## config.mk

```make
export PLATFORM = sky130hd
export DESIGN_NAME = dft16_frame_sched_flat
export DESIGN_NICKNAME = d
export VERILOG_FILES = /design/src/rtl/dft16_frame_sched_if.sv /design/src/rtl/dft16_frame_sched.sv /design/src/flat_wrapper.sv
export SDC_FILE = /design/constraint.sdc
export NUM_CORES = 2
export LEC_CHECK = 0
export CORE_AREA = 8 8 631 633
export CTS_CLUSTER_DIAMETER = 40
export DETAILED_ROUTE_END_ITERATION = 12
export DIE_AREA = 0 0 639 641
export PLACE_DENSITY = 0.38
export RECOVER_POWER = 50
export SLEW_MARGIN = 20
export SYNTH_ARGS = -nofsm -noshare
export SYNTH_HDL_FRONTEND = slang
export SYNTH_SLANG_ARGS = --single-unit
```

## constraint.sdc

```tcl
create_clock -name clk -period 2.3 [get_ports clk]
set_clock_uncertainty 0.1 [all_clocks]
set_input_delay 0.46 -clock clk [delete_from_list [all_inputs] [get_ports clk]]
set_output_delay 0.46 -clock clk [all_outputs]
set_load 0.01 [all_outputs]
```

## src/rtl/dft16_frame_sched_if.sv

```systemverilog
// Stream-side bundle of the DFT16 frame scheduler: sample input (s_*) and
// result output (m_*) handshakes. The scheduler connects through the master
// modport; the sample source / spectrum consumer side uses slave.
interface dft16_frame_sched_if;
    logic        s_valid;
    logic [31:0] s_data;
    logic        s_last;
    logic        s_ready;

    logic        m_valid;
    logic [31:0] m_re;
    logic [31:0] m_im;
    logic [3:0]  m_idx;
    logic        m_last;
    logic        m_ready;

    modport master (
        input  s_valid, s_data, s_last, m_ready,
        output s_ready, m_valid, m_re, m_im, m_idx, m_last
    );

    modport slave (
        output s_valid, s_data, s_last, m_ready,
        input  s_ready, m_valid, m_re, m_im, m_idx, m_last
    );
endinterface

```

## src/rtl/dft16_frame_sched.sv

```systemverilog
// DFT16 frame scheduler.
// Collects 16 real float samples from a valid/ready stream into a registered
// sample buffer that feeds the combinational DFT core, holds it for CORE_LAT
// cycles, captures the 16 complex bins into a result buffer and streams them
// out in order X0..X15. Float words are moved bit-exact; no arithmetic here.
//
// Build option: define DFT_SCHED_OVERLAP_EN to accept the next frame while the
// previous one drains (adds state FULL). Without it, input is accepted in LOAD
// only.
module dft16_frame_sched #(
    parameter int unsigned CORE_LAT = 4,   // settle cycles, 1..255
    parameter int unsigned CNT_W    = 8    // 2**CNT_W must exceed CORE_LAT
) (
    input  logic                    clk,
    input  logic                    rst_n,
    dft16_frame_sched_if.master     bus,
    output logic [511:0]            core_x,
    output logic                    core_start,
    input  logic [1023:0]           core_X,
    output logic                    busy,
    output logic                    frame_err
);

`ifdef DFT_SCHED_OVERLAP_EN
    localparam bit OVERLAP = 1'b1;
`else
    localparam bit OVERLAP = 1'b0;
`endif

    localparam logic [CNT_W-1:0] CNT_ONE  = CNT_W'(1);
    localparam logic [CNT_W-1:0] CNT_LAST = CNT_W'(CORE_LAT);

    // FULL is only reachable when overlap is enabled.
    typedef enum logic [1:0] {
        LOAD  = 2'd0,
        EVAL  = 2'd1,
        DRAIN = 2'd2,
        FULL  = 2'd3
    } state_e;

    state_e             state_q, state_d;
    logic [3:0]         sidx_q, sidx_d;        // next sample slot
    logic [CNT_W-1:0]   cnt_q, cnt_d;          // settle counter, 1..CORE_LAT in EVAL
    logic [3:0]         oidx_q, oidx_d;        // next bin to emit
    logic               frame_err_q, frame_err_d;
    logic [15:0][31:0]  sbuf_q;                // sample buffer, drives core_x
    logic [15:0][63:0]  rbuf_q;                // captured core results

    logic               s_ready_w;
    logic               m_valid_w;
    logic               core_start_w;
    logic               in_fire;
    logic               out_fire;
    logic               frame_done;
    logic               drain_done;
    logic               settle_done;

    // Handshake events shared by the next-state and datapath logic.
    assign in_fire     = bus.s_valid && s_ready_w;
    assign out_fire    = m_valid_w && bus.m_ready;
    assign frame_done  = in_fire && (sidx_q == 4'd15);
    assign drain_done  = out_fire && (oidx_q == 4'd15);
    assign settle_done = (state_q == EVAL) && (cnt_q == CNT_LAST);

    // State register.
    always_ff @(posedge clk or negedge rst_n) begin
        // NOTE: clocked state uses non-blocking assignments so every register
        // samples pre-edge values regardless of block evaluation order.
        if (!rst_n) begin
            state_q <= LOAD;
        end else begin
            state_q <= state_d;
        end
    end

    // Next-state logic: frame completion, settle expiry and end of drain.
    always_comb begin
        // NOTE: every combinational output gets a default first, so no path
        // leaves it unassigned and no latch is inferred.
        state_d = state_q;
        unique case (state_q)
            LOAD: begin
                if (frame_done) state_d = EVAL;
            end
            EVAL: begin
                if (settle_done) state_d = DRAIN;
            end
            DRAIN: begin
                // A new frame completing together with the last bin goes
                // straight to EVAL; completing earlier parks in FULL.
                if (drain_done) begin
                    state_d = (OVERLAP && frame_done) ? EVAL : LOAD;
                end else if (OVERLAP && frame_done) begin
                    state_d = FULL;
                end
            end
            FULL: begin
                if (drain_done) state_d = EVAL;
            end
            default: state_d = LOAD;
        endcase
    end

    // Output decode from the current state.
    always_comb begin
        s_ready_w    = 1'b0;
        m_valid_w    = 1'b0;
        core_start_w = 1'b0;
        unique case (state_q)
            LOAD:  s_ready_w = 1'b1;
            EVAL:  core_start_w = (cnt_q == CNT_ONE);
            DRAIN: begin
                m_valid_w = 1'b1;
                s_ready_w = OVERLAP;
            end
            FULL:  m_valid_w = 1'b1;
            default: ;
        endcase
    end

    // Next values for sample index, settle counter, output index and error.
    always_comb begin
        sidx_d      = sidx_q;
        cnt_d       = '0;
        oidx_d      = oidx_q;
        frame_err_d = 1'b0;

        if (in_fire) begin
            if (sidx_q == 4'd15) begin
                // Frame complete; a missing s_last is flagged but processed.
                sidx_d      = 4'd0;
                frame_err_d = !bus.s_last;
            end else if (bus.s_last) begin
                // Short frame: drop it and restart collection at slot 0.
                sidx_d      = 4'd0;
                frame_err_d = 1'b1;
            end else begin
                sidx_d = sidx_q + 4'd1;
            end
        end

        if (out_fire) begin
            oidx_d = oidx_q + 4'd1;   // wraps to 0 after bin 15
        end

        if (state_q == EVAL) begin
            cnt_d = settle_done ? '0 : cnt_q + CNT_ONE;
        end else if (state_d == EVAL) begin
            cnt_d = CNT_ONE;
        end
    end

    // Control registers.
    always_ff @(posedge clk or negedge rst_n) begin
        if (!rst_n) begin
            sidx_q      <= 4'd0;
            cnt_q       <= '0;
            oidx_q      <= 4'd0;
            frame_err_q <= 1'b0;
        end else begin
            sidx_q      <= sidx_d;
            cnt_q       <= cnt_d;
            oidx_q      <= oidx_d;
            frame_err_q <= frame_err_d;
        end
    end

    // Sample buffer: slot k written on input transfer k.
    always_ff @(posedge clk or negedge rst_n) begin
        // NOTE: the buffers are reset so core_x and the result words read as
        // zero after reset rather than exposing stale data.
        if (!rst_n) begin
            sbuf_q <= '0;
        end else if (in_fire) begin
            sbuf_q[sidx_q] <= bus.s_data;
        end
    end

    // Result buffer: snapshot of the core outputs at the end of settling.
    always_ff @(posedge clk or negedge rst_n) begin
        if (!rst_n) begin
            rbuf_q <= '0;
        end else if (settle_done) begin
            rbuf_q <= core_X;
        end
    end

    // Outputs; result words are driven only while a bin is presented.
    assign core_x      = sbuf_q;
    assign core_start  = core_start_w;
    assign frame_err   = frame_err_q;
    assign busy        = !((state_q == LOAD) && (sidx_q == 4'd0));

    assign bus.s_ready = s_ready_w;
    assign bus.m_valid = m_valid_w;
    assign bus.m_idx   = oidx_q;
    assign bus.m_last  = m_valid_w && (oidx_q == 4'd15);
    assign bus.m_re    = m_valid_w ? rbuf_q[oidx_q][31:0]  : 32'h0;
    assign bus.m_im    = m_valid_w ? rbuf_q[oidx_q][63:32] : 32'h0;

endmodule

```

## src/flat_wrapper.sv

```systemverilog
// flat-port wrapper written by rule: the top's interface ports become plain ports
module dft16_frame_sched_flat 
#(
    parameter int unsigned CORE_LAT = 4,                           
    parameter int unsigned CNT_W    = 8                                    
)
  (clk, rst_n, core_x, core_start, core_X, busy, frame_err, bus_s_valid, bus_s_data, bus_s_last, bus_m_ready, bus_s_ready, bus_m_valid, bus_m_re, bus_m_im, bus_m_idx, bus_m_last);
  dft16_frame_sched_if bus_i ();
  input  logic clk;
  input  logic rst_n;
  output logic [511:0] core_x;
  output logic core_start;
  input  logic [1023:0] core_X;
  output logic busy;
  output logic frame_err;
  input wire logic [$bits(bus_i.s_valid)-1:0] bus_s_valid;
  input wire logic [$bits(bus_i.s_data)-1:0] bus_s_data;
  input wire logic [$bits(bus_i.s_last)-1:0] bus_s_last;
  input wire logic [$bits(bus_i.m_ready)-1:0] bus_m_ready;
  output wire logic [$bits(bus_i.s_ready)-1:0] bus_s_ready;
  output wire logic [$bits(bus_i.m_valid)-1:0] bus_m_valid;
  output wire logic [$bits(bus_i.m_re)-1:0] bus_m_re;
  output wire logic [$bits(bus_i.m_im)-1:0] bus_m_im;
  output wire logic [$bits(bus_i.m_idx)-1:0] bus_m_idx;
  output wire logic [$bits(bus_i.m_last)-1:0] bus_m_last;
  assign bus_i.s_valid = bus_s_valid;
  assign bus_i.s_data = bus_s_data;
  assign bus_i.s_last = bus_s_last;
  assign bus_i.m_ready = bus_m_ready;
  assign bus_s_ready = bus_i.s_ready;
  assign bus_m_valid = bus_i.m_valid;
  assign bus_m_re = bus_i.m_re;
  assign bus_m_im = bus_i.m_im;
  assign bus_m_idx = bus_i.m_idx;
  assign bus_m_last = bus_i.m_last;
  dft16_frame_sched #(.CORE_LAT(CORE_LAT), .CNT_W(CNT_W)) u_core (.clk(clk), .rst_n(rst_n), .bus(bus_i), .core_x(core_x), .core_start(core_start), .core_X(core_X), .busy(busy), .frame_err(frame_err));
endmodule
```

# --- Word-level counts from Yosys, hierarchy flattened ---
# Index checks and enable logic that the tools add are counted.
# W data, S select, Z words.
totals:
  elab_cells: 87
  latch_bits: 0
  mem_count: 0
  ramBits: 0
  romBits: 0
  ff_bits: 1555
op_classes:
  n_reduce_logical: 13
  n_shift: 0
  magnitude_cmp: 3
  mux: 23
  multipliers: 0
  div_mod_pow: 0
  eq_ne: 8
  bitwise_logic: 0
  n_addsub: 3
op_table:
  columns: ["operator", "count"]
  rows:
  - ["$bwmux W512", 1]
  - ["$bmux W64 S4", 1]
  - ["$demux W32 S4", 1]
  - ["$mux W32", 3]
  - ["$mux W64", 1]
  - ["$mux W8", 2]
  - ["$lt A4 B5 Y1 const B", 2]
  - ["$add A4 B1 Y4 const B", 2]
  - ["$add A8 B1 Y8 const B", 1]
  - ["$eq A4 B4 Y1 const B", 2]
  - ["$eq A8 B1 Y1 const B", 1]
  - ["$eq A8 B3 Y1 const B", 1]
  - ["$logic_and A1 B1 Y1", 8]
  - ["$mux W2", 4]
  - ["$mux W4", 2]
  - ["$pmux W2 S4", 1]
  - ["$mux W1", 7]
  - ["$eq A2 B1 Y1 const B", 2]
  - ["$eq A2 B2 Y1 const B", 2]
  - ["$ge A4 B1 Y1 const B", 1]
  - ["$logic_not A4 Y1", 1]
  - ["$logic_not A1 Y1", 2]
  - ["$logic_not A2 Y1", 1]
  - ["$reduce_or A2 Y1", 1]

# --- Longest topological paths before layout ---
depth:
  word_depth: 10
  depth_mapped: 8
  depth_no_buf: 5

# --- Worst setup path before layout ---
# OpenSTA, ideal clock, no wires.
synth_timing:
  path_type: "register to output"
  startpoint: "register u_core.oidx_q[0] (netlist: u_core.bus.m_idx[0])"
  endpoint: "output port bus_m_im[23]"
  path_buffers: 4
  path_slack_ns: 0.059
  path_stages_with_launch: 9
  required_time_ns: 1.740
  arrival_time_ns: 1.681
  cell_sequence: "dfrtp_1 > buf_2 > buf_4 > buf_2 > buf_4 > mux2i_1 > a22oi_1 > nand2_1 > o22ai_1"
synth_via:
  elab_chain_cells: 3
synth_lines:
  columns: ["element", "line_no", "source"]
  rows:
  - ["start, declared", "dft16_frame_sched.sv:44", "logic [3:0] oidx_q, oidx_d;"]
  - ["start signal, assigned", "dft16_frame_sched.sv:163", "oidx_q <= oidx_d;"]
  - ["$bmux W64 S4", "dft16_frame_sched.sv:199", "assign bus.m_im = m_valid_w ? rbuf_q[oidx_q][63:32] : 32'h0;"]
  - ["$mux W64", null, null]
  - ["$mux W32", "dft16_frame_sched.sv:199", null]
  - ["end, declared", "flat_wrapper.sv:23", "output wire logic [$bits(bus_i.m_im)-1:0] bus_m_im;"]
# No other way between the ends. The select of a mux whose other input is x is not followed.

# --- Worst setup path in the final report ---
layout_timing:
  startpoint: "register u_core.oidx_q[0] (netlist: u_core.bus.m_idx[0])"
  endpoint: "output port bus_m_re[9]"
layout_via:
  elab_chain_cells: 3
layout_lines:
  columns: ["element", "line_no", "source"]
  rows:
  - ["$bmux W64 S4", "dft16_frame_sched.sv:198", "assign bus.m_re = m_valid_w ? rbuf_q[oidx_q][31:0] : 32'h0;"]
  - ["$mux W64 (implied by the code)", "dft16_frame_sched.sv:198", null]
  - ["$mux W32", "dft16_frame_sched.sv:198", null]
  - ["end, declared", "flat_wrapper.sv:22", "output wire logic [$bits(bus_i.m_re)-1:0] bus_m_re;"]
# No other way between the ends. The select of a mux whose other input is x is not followed.

==> key figures <==
Run status
  – Status: finished, violations left
  – Violated checks: max-capacitance violations, max-slew violations, negative setup slack

Floorplan
  – Starting Density: between 10% and 20%
  – I/O pins: roughly 1,600
  – # rows: 229
  – Die area: just over 0.4 mm^2
  – Core box area: 0.388 mm^2
  – Die width: around 640 um
  – Floorplan die height: roughly 640 um

CTS
  – Inserted Clock Buffers: around 370
  – Root Buffer: clkbuf_16
  – H-tree levels: 5
  – Clock Latency Late Sink: about 0.87 ns
  – CTS sink count: 1,555
  – CTS tree: yes
  – Clock tree buffer depth: 4
  – Reg clk slew, reported paths: approximately 0.040 ns

Route
  – DRC errors left: 0
  – Wire length per cell: 28.3 um
  – Mean number of vias per cell: between 3 and 4
  – DR vias: approximately 52,000
  – First-pass iteration count of the detailed router: 7
  – DRT iter0 DRCs: 2,309
  – WL final: approximately 370 mm
  – Remaining antenna violation count after routing: 0

STA
  – Final Max Slew Viols: 22
  – F_max: ~0.28 GHz
  – Final Cycle Share: 157%
  – RSZ-0062 raised after global routing: true
  – Post-layout min period: around 3.6 ns
  – Post-route setup TNS: -377.07 ns
  – Slew HR: -55.2%
  – Final Setup Violations: 2,487
  – Setup WS post-layout: -1.30 ns
  – Slew of the pin with the lowest slew margin: around 2.3 ns
  – Hold Vio Cnt, Final: 0

Layout
  – Final Util: between 30% and 40%
  – Final #Nets: approximately 8,600
  – FILL cells: slightly below 40,000
  – Post-route insts no fill: between 10,000 and 15,000
  – Final Instance Area: 0.121 mm^2
  – Area grow syn2layout: 81.4%
  – Ratio of cells with drive above 1 in the final layout: approximately 39%

Yosys
  – Ys async rst share: 100%
  – Synthesis-stage register bit count: roughly 1,600
  – Synth area leaders: dfrtp_1, mux2_2, mux2_1
  – Syn_nets: 5,489
  – Synthesized area per cell: between 15 and 20 um^2
  – Ys flop type: dfrtp_1
  – Yosys Warn Count: 0
  – Post-synth top area share: about three fifths
  – Register area share after synthesis: between 50% and 60%
  – Number of flops mapped to enable cells by yosys: 0
  – Top cell type by total area after synthesis: dfrtp_1
  – Netlist cell types: between 40 and 50
  – Synth Instances: 4,420
  – Cell Area, Synth: 0.0666 mm^2

GRT
  – Largest net degree at the start of global routing: 92
  – Vias in the first global route: between 50,000 and 60,000
  – First-pass GRT wire length: ~480 mm
  – Total grt overflow: 0
  – Antenna violations before repair: approximately 170
  – Total GRT Usage: 16.5%

Setup path
  – CP arrival: between 3 and 4 ns
  – CP required: ~1.7 ns
  – Setup Crit Path Kind: reg -> out
  – RR Endpoint: u_core.rbuf_q[691]$_DFFE_PN0P_
  – Worst setup path start: u_core.bus.m_idx[0]$_DFFE_PN0P_
  – R2R depth: 12
  – Reg-to-reg setup timing slack: -0.33 ns
  – End point of the critical path: bus_m_re[9]
  – Crit start category: register
  – Worst reg2reg startpoint: u_core.cnt_q[4]$_DFF_PN0_
  – Critical Path End Type: output port
  – Crit path max fanout: 11

Placed design
  – Port-buffer cells: 1,646
  – Global placement routability congestion: slightly above 0.8
  – Cell Area, Placed: between 0.09 and 0.1 mm^2
  – Detail Placement HPWL: about 270 mm
  – Placed Cells: ~11,000

Power and ir drop
  – Pwr Density: around 1300 mW/mm^2
  – Total power: roughly 0.15 W
  – VDD IR max: between 600 and 700 uV
  – Leakage: 57.1 nW

Flow run
  – Max cap viols: 1

Min path
  – Worst min path class: in -> reg
==> what timing repair did <==
action	4_1_cts	5_1_grt
endpoints found under the hold margin	1299	0
cloned	35	74
pin swaps	149	125
setup endpoints to repair	1558	1743
hold buffers	561	0
setup buffers	137	80
resized for setup	1202	650
==> routing by layer <==
metal / vias up / global-route usage [%] / wire, um
li1: 22600 / - / -
met1: 27100 / 18.3 / 139000
met2: 1719 / 30.8 / 196000
met3: 709 / 4.33 / 21600
met4: 32 / 5.11 / 12400
met5: - / 0 / 212
==> report_power, final <==
part	internal [W]	switching, W
Sequential	0.0355	0.00570
Clock	0.0375	0.0177
Combinational	0.0305	0.0260
==> synth_stat cells, types with 2 or more instances <==
cell and count:
a21oi_1 2, a221oi_1 30, a22oi_1 196, and2_1 2, and3_1 3, buf_1 6
buf_2 116, buf_4 83, buf_6 24, clkbuf_1 95, dfrtp_1 1555, ha_1 8
inv_1 6, mux2_1 480, mux2_2 1057, mux2i_1 452, mux4_2 30, nand2_1 109
nand2_2 4, nand2b_1 2, nand3_1 11, nand4_1 2, nand4_2 3, nor2_1 13
nor2b_1 6, o21ai_0 65, o22ai_1 35, xnor2_1 5, xor2_1 5
==> critical path, cell delays in order, from the launching register on <==
cell and delay, ns:
dfrtp_4 0.49, buf_12 0.16, buf_16 0.17, buf_16 0.17, mux2i_1 0.14, a22oi_2 0.40
buf_4 0.21, nand2_1 0.05, o22ai_1 0.16, buf_4 0.18
==> logic make-up (layout without fill, tap and decap cells) <==
group,count (synthesis),in the layout,share of synthesized area (%)
and+or+nand+nor,166,166,1.17
adders and majority gates,8,8,0.150
DFF,1555,1555,58.4
other,0,67,0
buffers and inverters,331,3692,2.82
AOI/OAI and AO/OA,331,331,3.47
muxes,2019,2019,33.8
xor gates and xnor gates,10,10,0.132
==> metrics by stage <==
stage                     hold WS [ns]  setup slack [ns]
after floorplan                 0.0644            0.0592
after global placement           0.342             -1.25
after detailed placement         0.366             -1.28
after CTS                    0.0000622             -1.47
after global routing            0.0323             -1.46
final                            0.111             -1.30
==> state kept, by name, summed over array words and instances (netlist names) <==
name / flops
u_core.bus.m_idx: 4
u_core.cnt_q: 8
u_core.core_x: 512
u_core.frame_err: 1
u_core.rbuf_q: 1024
u_core.sidx_q: 4
u_core.state_q: 2
==> area by class of cell <==
class	count	area, um^2	area share [%]
Clock inverter	205	2980	2.46
Antenna cell	67	168	0.139
Timing Repair Buffer	3019	33000	27.3
Tap cell	5197	6500	5.38
Clock buffer	461	10100	8.40
Multi-Input combinational cell	2534	29100	24.1
Inverter	7	32.5	0.0269
Sequential cell	1555	38900	32.2
==> how the worst min path moves through the flow <==
stage | depth (start not counted) | slack (ns) | start | end
3_5_place_dp | 1 | 0.37 | rst_n | u_core.rbuf_q[79]$_DFFE_PN0P_
3_3_place_gp | 1 | 0.34 | rst_n | u_core.rbuf_q[79]$_DFFE_PN0P_
4_1_cts | 2 | 0.00006 | rst_n | u_core.rbuf_q[79]$_DFFE_PN0P_
5_1_grt | 2 | 0.03 | core_X[568] | u_core.rbuf_q[568]$_DFFE_PN0P_
6_report | 2 | 0.11 | core_X[108] | u_core.rbuf_q[108]$_DFFE_PN0P_
2_1_floorplan | 0 | 0.06 | rst_n | u_core.bus.m_idx[0]$_DFFE_PN0P_
==> placed cells by master (no fill, tap or decap), types with 125 or more instances in the layout <==
cell type | netlist | layout
dlygate4sd2_1 | 0 | 354
mux2_2 | 1057 | 756
mux2_4 | 0 | 395
clkdlybuf4s50_1 | 0 | 1193
mux2i_1 | 452 | 400
a22oi_1 | 196 | 137
dfrtp_1 | 1555 | 1552
mux2_1 | 480 | 386
buf_4 | 83 | 377
clkbuf_16 | 0 | 430
dlygate4sd3_1 | 0 | 561
buf_6 | 24 | 125
buf_12 | 0 | 175
Note: power is estimated with default switching activity, not from simulation.
